### src/rtl/mem_pkg.sv
`default_nettype none
// ============================================================================
// Module      : mem_pkg
// Description : Shared widths, FSM state encoding and response FIFO depth
//               for the memory-port initiator.
// Revision    : 1.0
// ============================================================================
package mem_pkg;

    localparam int AW        = 8;
    localparam int DW        = 8;
    localparam int LEN_W     = 4;
    localparam int RSP_DEPTH = 3;

    typedef enum logic [1:0] {
        IDLE  = 2'd0,
        WRITE = 2'd1,
        READ  = 2'd2,
        DRAIN = 2'd3
    } state_t;

endpackage
`default_nettype wire

### src/rtl/mem_rsp_fifo.sv
`default_nettype none
// ============================================================================
// Module      : mem_rsp_fifo
// Description : Small circular FIFO for read responses; push and pop may
//               occur in the same cycle.
// Revision    : 1.0
// ============================================================================
module mem_rsp_fifo #(
    parameter int WIDTH = 9,
    parameter int DEPTH = 3,
    parameter int CW    = $clog2(DEPTH + 1)
) (
    input  logic             clk,
    input  logic             rst_n,
    input  logic             push,
    input  logic [WIDTH-1:0] push_data,
    input  logic             pop,
    output logic [WIDTH-1:0] pop_data,
    output logic [CW-1:0]    count,
    output logic             full,
    output logic             empty
);

    localparam int PW = (DEPTH > 1) ? $clog2(DEPTH) : 1;

    logic [WIDTH-1:0] r_mem [DEPTH];
    logic [PW-1:0]    r_wptr;
    logic [PW-1:0]    r_rptr;
    logic [CW-1:0]    r_count;
    logic             w_push;
    logic             w_pop;

    function automatic logic [PW-1:0] ptr_inc(input logic [PW-1:0] p);
        return (p == PW'(DEPTH - 1)) ? '0 : p + PW'(1);
    endfunction

    assign w_pop  = pop && !empty;
    assign w_push = push && (!full || w_pop);

    always_ff @(posedge clk or negedge rst_n) begin
        if (!rst_n) begin
            for (int i = 0; i < DEPTH; i++) begin
                r_mem[i] <= '0;
            end
            r_wptr  <= '0;
            r_rptr  <= '0;
            r_count <= '0;
        end else begin
            if (w_push) begin
                r_mem[r_wptr] <= push_data;
                r_wptr        <= ptr_inc(r_wptr);
            end
            if (w_pop) begin
                r_rptr <= ptr_inc(r_rptr);
            end
            case ({w_push, w_pop})
                2'b10:   r_count <= r_count + CW'(1);
                2'b01:   r_count <= r_count - CW'(1);
                default: r_count <= r_count;
            endcase
        end
    end

    assign pop_data = r_mem[r_rptr];
    assign count    = r_count;
    assign full     = (r_count == CW'(DEPTH));
    assign empty    = (r_count == '0);

endmodule
`default_nettype wire

### src/rtl/mem_initiator.sv
`default_nettype none
// ============================================================================
// Module      : mem_initiator
// Description : Burst read/write initiator for a synchronous-read,
//               write-first memory port with a flow-controlled read channel.
// Revision    : 1.0
// ============================================================================
module mem_initiator #(
    parameter int AW    = mem_pkg::AW,
    parameter int DW    = mem_pkg::DW,
    parameter int LEN_W = mem_pkg::LEN_W
) (
    input  logic             clk,
    input  logic             rst_n,
    input  logic             req_valid,
    output logic             req_ready,
    input  logic             req_we,
    input  logic [AW-1:0]    req_addr,
    input  logic [LEN_W-1:0] req_len,
    input  logic             wr_valid,
    output logic             wr_ready,
    input  logic [DW-1:0]    wr_data,
    output logic             rsp_valid,
    input  logic             rsp_ready,
    output logic [DW-1:0]    rsp_data,
    output logic             rsp_last,
    output logic             mem_we,
    output logic [AW-1:0]    mem_addr,
    output logic [DW-1:0]    mem_d_i,
    input  logic [DW-1:0]    mem_d_o,
    output logic             busy
);

    import mem_pkg::*;

    localparam int CW = $clog2(RSP_DEPTH + 1);

    state_t           r_state;
    state_t           w_state_nxt;
    logic [AW-1:0]    r_cur_addr;
    logic [LEN_W-1:0] r_remain;
    logic             r_inflight;
    logic             r_inflight_last;
    logic             w_issue;
    logic             w_advance;
    logic [CW-1:0]    w_fifo_count;
    logic             w_fifo_full;
    logic             w_fifo_empty;
    logic [CW:0]      w_occ;

    // Reads in flight count against FIFO space so a stalled consumer never overflows it.
    assign w_occ = (CW + 1)'(w_fifo_count) + (CW + 1)'(r_inflight);

    always_comb begin
        w_state_nxt = r_state;
        req_ready   = 1'b0;
        wr_ready    = 1'b0;
        mem_we      = 1'b0;
        mem_d_i     = '0;
        w_issue     = 1'b0;
        case (r_state)
            IDLE: begin
                req_ready = 1'b1;
                if (req_valid) begin
                    w_state_nxt = req_we ? WRITE : READ;
                end
            end
            WRITE: begin
                wr_ready = 1'b1;
                mem_we   = wr_valid;
                mem_d_i  = wr_data;
                if (wr_valid && (r_remain == '0)) begin
                    w_state_nxt = IDLE;
                end
            end
            READ: begin
                w_issue = (w_occ < (CW + 1)'(RSP_DEPTH));
                if (w_issue && (r_remain == '0)) begin
                    w_state_nxt = DRAIN;
                end
            end
            DRAIN: begin
                if (!r_inflight && w_fifo_empty) begin
                    w_state_nxt = IDLE;
                end
            end
            default: w_state_nxt = IDLE;
        endcase
    end

    assign w_advance = w_issue || ((r_state == WRITE) && wr_valid);

    always_ff @(posedge clk or negedge rst_n) begin
        if (!rst_n) begin
            r_state         <= IDLE;
            r_cur_addr      <= '0;
            r_remain        <= '0;
            r_inflight      <= 1'b0;
            r_inflight_last <= 1'b0;
        end else begin
            r_state         <= w_state_nxt;
            r_inflight      <= w_issue;
            r_inflight_last <= w_issue && (r_remain == '0);
            if ((r_state == IDLE) && req_valid) begin
                r_cur_addr <= req_addr;
                r_remain   <= req_len;
            end else if (w_advance) begin
                r_cur_addr <= r_cur_addr + AW'(1);
                r_remain   <= r_remain - LEN_W'(1);
            end
        end
    end

    mem_rsp_fifo #(
        .WIDTH (DW + 1),
        .DEPTH (RSP_DEPTH),
        .CW    (CW)
    ) u_fifo (
        .clk       (clk),
        .rst_n     (rst_n),
        .push      (r_inflight),
        .push_data ({r_inflight_last, mem_d_o}),
        .pop       (rsp_ready),
        .pop_data  ({rsp_last, rsp_data}),
        .count     (w_fifo_count),
        .full      (w_fifo_full),
        .empty     (w_fifo_empty)
    );

    assign rsp_valid = !w_fifo_empty;
    assign mem_addr  = r_cur_addr;
    assign busy      = (r_state != IDLE);

endmodule
`default_nettype wire

### config.mk
export PLATFORM = sky130hd
export DESIGN_NAME = mem_initiator
export DESIGN_NICKNAME = d
export VERILOG_FILES = /design/src/rtl/mem_pkg.sv /design/src/rtl/mem_rsp_fifo.sv /design/src/rtl/mem_initiator.sv
export SDC_FILE = /design/constraint.sdc
export NUM_CORES = 1
export LEC_CHECK = 0
export ABC_AREA = 1
export ABC_CLOCK_PERIOD_IN_PS = 2100
export CAP_MARGIN = 20
export CORE_MARGIN = 2
export CORE_UTILIZATION = 45
export DETAILED_ROUTE_END_ITERATION = 16
export PLACE_DENSITY_LB_ADDON = 0.12
export SKIP_CTS_REPAIR_TIMING = 1
export SYNTH_ARGS = -nofsm -noshare
export SYNTH_HDL_FRONTEND = slang
export SYNTH_SLANG_ARGS = --single-unit
export TNS_END_PERCENT = 50
### constraint.sdc
create_clock -name clk -period 2.1 [get_ports clk]
set_input_delay 0.21 -clock clk [delete_from_list [all_inputs] [get_ports clk]]
set_output_delay 0.21 -clock clk [all_outputs]
set_load 0.005 [all_outputs]
==> flow_summary.toml, run 1 <==
[placed_design]
io_buffers = 63
hpwl_mm = 4.165
gp_congestion = 0.7690

[cells_and_area]
fillCellCount = 549
nets = 451
n_antenna_cell = 0
area_growth_pct = 31.56
drive_gt1_share_pct = 12.86

[global_routing]
grt_pass1_wl_mm = 9.825
grt_overflow_total = 0
grt_usage_pct = 18.79
antenna_found_initial = 0
grt_pass1_vias = 2240
grt_max_degree = 26

[setup_path]
critPathKind = "reg -> out"
worstReg2RegStart = "u_fifo.count[0]$_DFFE_PN0P_"
crit_fanout = 9
worstSetupEndpointType = "primary output"
cp_data_required_time_ns = 1.89
start_kind = "flip-flop"
ff2ff_path_depth = 7
r2r_slack_ns = 0.41
crit_start = "u_fifo.r_rptr[1]$_DFFE_PN0P_"
timing.rr.end = "r_remain[2]$_DFFE_PN0P_"
cp.arrival_ns = 1.76

[floorplanning]
start_util_pct = 46.28
die_h_um = 81.57
rows = 28
core_mm2 = 0.005851
io_pins = 64
die_w_um = 81.57
die-area_mm2 = 0.006654

[synth]
synth_top_area_cell = "dfrtp_1"
ys_types = 28
netlist_area_mm2 = 0.002708
ys_ff_latch = 49
yosysWarnings = 0
synth_top_family_by_area = "simple AND/OR/NAND/NOR gates"
synth_top_flop_cell = "dfrtp_1"
synthMuxAreaShare_pct = 0
async_flop_share_pct = 100.0
synthAdderAreaFrac_pct = 2.773
synth_xor_area_share_pct = 0.6470
synth.area.top_cells = "dfrtp_1 (45%), nand2_1 (16%), o21ai_2 (6.8%)"
synth_compound_area_share_pct = 13.03
syn_nets = 382
postSynthAreaPerCell_um2 = 7.917
synth_cells = 342
seq_area_frac_synth_pct = 45.29
synth-simple-area-share_pct = 30.27
synth-edff-count = 0
synth_top_cell_area_share_pct = 45.29

[power]
power_density_mw_per_mm2 = 1309
power.internal_mw = 2.878
p_leak_nw = 1.732
p_total_mw = 4.664
seq_power_share_pct = 34.7
ir_drop_mv = 0.6088
p_clk_share_pct = 16.7
combPwrFrac_pct = 48.6
power.switching_mw = 1.787
swShare_pct = 38.31

[drt]
dr_wl_met2_mm = 2.802
wl_met1_mm = 2.629
drt_wl_total_mm = 5.718
wl_per_cell_um = 11.74
ant_nets = 0
drtIter0Drc = 132
top_layer_used = "met4"
firstDrtPassIters = 4
wl_met3_um = 241
vias = 2318
via_per_inst = 4.760
drc = 0

[timing]
post-route-period-util_pct = 93.65
whs_ns = 0.4451
rsz0062_at_grt = "false"
max_clock_freq_ghz = 0.5085
fin_crit_ns = 1.967
finClkSkew_ns = 0.006257
fin_tns_setup_ns = 0
slew_headroom_pct = 61.62
hold_viol_final = 0
setup_viol_count_final = 0
tightest_slew_ns = 0.5756
slew_viol_final = 0

[clock_network]
tritoncts = "yes"
clkLatencyLatePin_ns = 0.29
cts_max_path_buffers = 2
cts.sinks = 49
cts-buffers-inserted = 5
clk_pin_slew_worst_paths_ns = 0.08
h-tree-depth = 2
cts.root.buffer_cell = "clkbuf_8"

[hold_path]
hp-class = "in -> async"

[run_status]
status = "completed"

[flow_run]
drv_cap = 0
-- synthesized netlist by cell type (all sizes together), types with 2 or more instances --
cell,count
nor2,28
a21oi,4
nand2,116
buf,6
o21bai,2
or2,6
nand3,30
dfrtp,49
nand4,3
ha,6
o21ai,44
inv,43
-- cell type report --
type                            instances  area (um^2)  area share, %
Multi-Input combinational cell        243         1265          35.51
Sequential cell                        49         1226          34.42
Timing Repair Buffer                   68        678.2          19.04
Inverter                               44        165.2          4.636
Tap cell                               75        93.84          2.634
Clock buffer                            5        68.82          1.932
Clock inverter                          3        65.06          1.826
-- stage by stage --
step                utilization [%]  instance area (um^2)  cells  setup WS (ns)
floorplan                         -                  2708    342         0.4911
global placement              58.43                  3418    478         0.4009
detailed placement            58.43                  3418    478         0.3498
CTS                           60.71                  3552    486         0.1085
global route                  60.89                  3562    487        0.01024
finish                        60.89                  3562    487         0.1334
-- flip-flops by register name, summed over array words and instances (netlist names) --
register / count
u_fifo.count: 2
u_fifo.r_rptr: 2
u_fifo.r_wptr: 2
mem_addr: 8
r_state: 2
r_inflight: 1
r_inflight_last: 1
u_fifo.r_mem: 27
r_remain: 4
-- worst max-delay path: stages (launching register included) --
cell and delay (ns):
dfrtp_1 0.37, inv_1 0.07, nand2_1 0.08, clkinv_1 0.27, nand2_1 0.14, nand3_1 0.08, clkdlybuf4s50_1 0.46
-- routing by layer --
layer,up-vias,track usage [%]
li1,1216,-
met1,1048,24.10
met2,50,32.79
met3,4,3.626
met4,0,4.500
met5,-,0
-- kinds of logic after synthesis --
kind of cell | Yosys count
fa+ha+maj | 6
buf+inv | 50
compound gates | 51
simple gates | 184
xor+xnor | 2
flops | 49
-- placed cells by master (no fill, tap or decap), types with 3 or more instances in the layout --
| cell | n |
|---|---|
| nand2_1 | 115 |
| clkdlybuf4s50_1 | 62 |
| dfrtp_1 | 49 |
| inv_1 | 40 |
| nand3_1 | 26 |
| nor2_1 | 24 |
| o21ai_2 | 21 |
| o21ai_0 | 17 |
| o21ai_1 | 6 |
| or2_2 | 6 |
| ha_1 | 6 |
| clkbuf_8 | 5 |
| inv_2 | 3 |
| nand4_1 | 3 |
| nand3_4 | 3 |
| a21oi_1 | 3 |
| buf_4 | 3 |
-- power groups by stage --
| stage | logic (mW) | clock network [mW] | registers, mW |
|---|---|---|---|
| after floorplan | 1.42 | 0 | 1.56 |
| after global placement | 2.22 | 0 | 1.62 |
| final | 2.27 | 0.779 | 1.62 |
| after CTS | 2.30 | 0.802 | 1.62 |
| after detailed placement | 2.28 | 0 | 1.64 |
| after global routing | 2.58 | 0.844 | 1.68 |
-- worst max path at each step --
| stage | end | slack [ns] | depth (start not counted) |
|---|---|---|---|
| floorplan | u_fifo.count[1]$_DFFE_PN0P_ | 0.49 | 8 |
| global placement | u_fifo.count[1]$_DFFE_PN0P_ | 0.40 | 8 |
| detailed placement | u_fifo.count[1]$_DFFE_PN0P_ | 0.35 | 8 |
| CTS | rsp_last | 0.11 | 5 |
| global route | rsp_data[6] | 0.01 | 5 |
| finish | rsp_data[6] | 0.13 | 6 |
No activity file was read; power rests on OpenSTA's default activity.
==> run 2: changes to the inputs <==
- SYNTH_HIERARCHICAL: unset -> 1
==> run 2 against run 1 <==
Global-route usage increased by 0.90 points. Register-to-register slack got worse by 0.09 ns. Die area grew 6.4%. Critical path depth stayed put. Clock power decreased by 25%. Critical path type unchanged. Critical endpoint is now rsp_last. Largest cell class unchanged.
==> flow_summary.toml, run 2 <==
[cells_and_area]
drive_gt1_share_pct = 10.28
final_cells = 534
n_antenna_cell = 0
mostFrequentLayoutCells = "nand2_1 (162), clkdlybuf4s50_1 (62), dfrtp_1 (49), inv_1 (36), nand4_1 (28)"
area_growth_pct = 27.49
regMostFlops = "u_fifo/r_mem"
largest_reg_flops = 27
sequential_cell_area_mm2 = 0.001226
finish.utilization_pct = 58.70
final_common_cell = "nand2_1"
multiInputGateArea_mm2 = 0.001426
nets = 496
fillCellCount = 615

[power]
ir_drop_mv = 0.7215
p_leak_nw = 1.903
p_total_mw = 5.127
seq_power_share_pct = 34.3
power.internal_mw = 2.901
combPwrFrac_pct = 54.4
swShare_pct = 43.42
power_density_mw_per_mm2 = 1391
p_clk_share_pct = 11.4
power.switching_mw = 2.226

[placed_design]
io_buffers = 63
hpwl_mm = 4.583
dp.cells = 526
dp_worst_setup_slack_ns = 0.3319
gp_congestion = 0.7864

[synth]
netlist_area_mm2 = 0.002890
postSynthAreaPerCell_um2 = 7.449
synth_cells = 388
syn_nets = 428
yosysWarnings = 6

[timing]
fin_tns_setup_ns = 0
finClkSkew_ns = 0.009041
fin_crit_ns = 2.001
slew_headroom_pct = 58.29
hold_viol_final = 0
rsz0062_at_grt = "false"
setup_viol_count_final = 0
post-route-period-util_pct = 95.29
slew_viol_final = 0
worst_slack_ns = 0.09898
max_clock_freq_ghz = 0.4997
tightest_slew_ns = 0.6257

[setup_path]
r2r_slack_ns = 0.32
ff2ff_path_depth = 9
start_kind = "flip-flop"
cp.arrival_ns = 1.79
cp_data_required_time_ns = 1.89
critPathKind = "reg -> out"
crit_fanout = 7
worstSetupEndpointType = "primary output"
cp_slowest_stage_delay_ns = 0.51
crit_chain = "inv_1 -> nor2_2 -> buf_4 -> nand2_1 -> nand3_1 -> clkdlybuf4s50_1"
slowest_stage = "clkdlybuf4s50_1"

[drt]
via_per_inst = 4.931
drc = 0
ant_nets = 0
firstDrtPassIters = 4
vias = 2633
drtIter0Drc = 208
wl_per_cell_um = 12.46
drt_wl_total_mm = 6.656

[global_routing]
grt_usage_pct = 19.70
grt_pass1_wl_mm = 11.42
grt_overflow_total = 0
antenna_found_initial = 0
grt_max_degree = 50
grt_pass1_vias = 2466

[floorplanning]
die_w_um = 84.14
die_h_um = 84.14
rows = 29
start_util_pct = 46.04
io_pins = 64
core_mm2 = 0.006277
die-area_mm2 = 0.007080

[clock_network]
cts-buffers-inserted = 5
clk_pin_slew_worst_paths_ns = 0.09
cts.root.buffer_cell = "clkbuf_8"
cts.sinks = 49
cts_max_path_buffers = 2
h-tree-depth = 2
tritoncts = "yes"
clkLatencyLatePin_ns = 0.30

[run_status]
status = "completed"

[hold_path]
hp-class = "in -> async"

[flow_run]
drv_cap = 0
## run 2: power by group through the flow
stage	sequential (mW)	clock, mW	combinational [mW]
final	1.76	0.582	2.79
after global routing	1.82	0.652	3.18
after CTS	1.75	0.609	2.82
after detailed placement	1.76	0	2.81
after global placement	1.76	0	2.76
after floorplan	1.69	0	1.85
## run 2: final timing paths
path,start,to
max,u_fifo/r_rptr[0]$_DFFE_PN0P_,rsp_last
min,rst_n,u_fifo/r_mem[3]$_DFFE_PN0P_
max reg2reg,u_fifo/count[0]$_DFFE_PN0P_,r_remain[1]$_DFFE_PN0P_
min reg2reg,u_fifo/r_mem[9]$_DFFE_PN0P_,u_fifo/r_mem[9]$_DFFE_PN0P_
max in group asynchronous,rst_n,r_remain[1]$_DFFE_PN0P_
min in group clk,u_fifo/r_mem[9]$_DFFE_PN0P_,u_fifo/r_mem[9]$_DFFE_PN0P_
## run 2: per-layer routing
metal | share of wire [%] | wire (um) | vias up | track usage [%]
met3 | 4.8 | 319 | 5 | 3.343
li1 | - | - | 1367 | -
met4 | 0.78 | 52 | 0 | 4.399
met2 | 48 | 3201 | 70 | 33.12
met1 | 46 | 3082 | 1191 | 26.84
met5 | 0 | 0 | - | 0
## run 2: area by class of cell
| type | instances | share of cell area [%] |
|---|---|---|
| clock buffers | 6 | 2.241 |
| well taps | 77 | 2.615 |
| inverters | 41 | 4.177 |
| clock inverters | 2 | 0.3735 |
| flip-flops and latches | 49 | 33.28 |
| repair buffers | 71 | 18.61 |
| multi-input cells | 288 | 38.71 |
## run 2: critical path, delay by kind of cell, from the launching register on
family                 cells  cell delay, ns
flip-flops                 1            0.39
AND/OR/NAND/NOR            3            0.33
buffers and inverters      3            0.78
## run 2: per-stage QoR
| stage | instance area [um^2] | hold slack [ns] |
|---|---|---|
| 3_3_place_gp | 3583 | 0.3625 |
| 5_1_grt | 3685 | 0.04618 |
| 6_report | 3685 | 0.002702 |
| 3_5_place_dp | 3583 | 0.3555 |
| 2_1_floorplan | 2890 | -0.08559 |
| 4_1_cts | 3680 | 0.02804 |
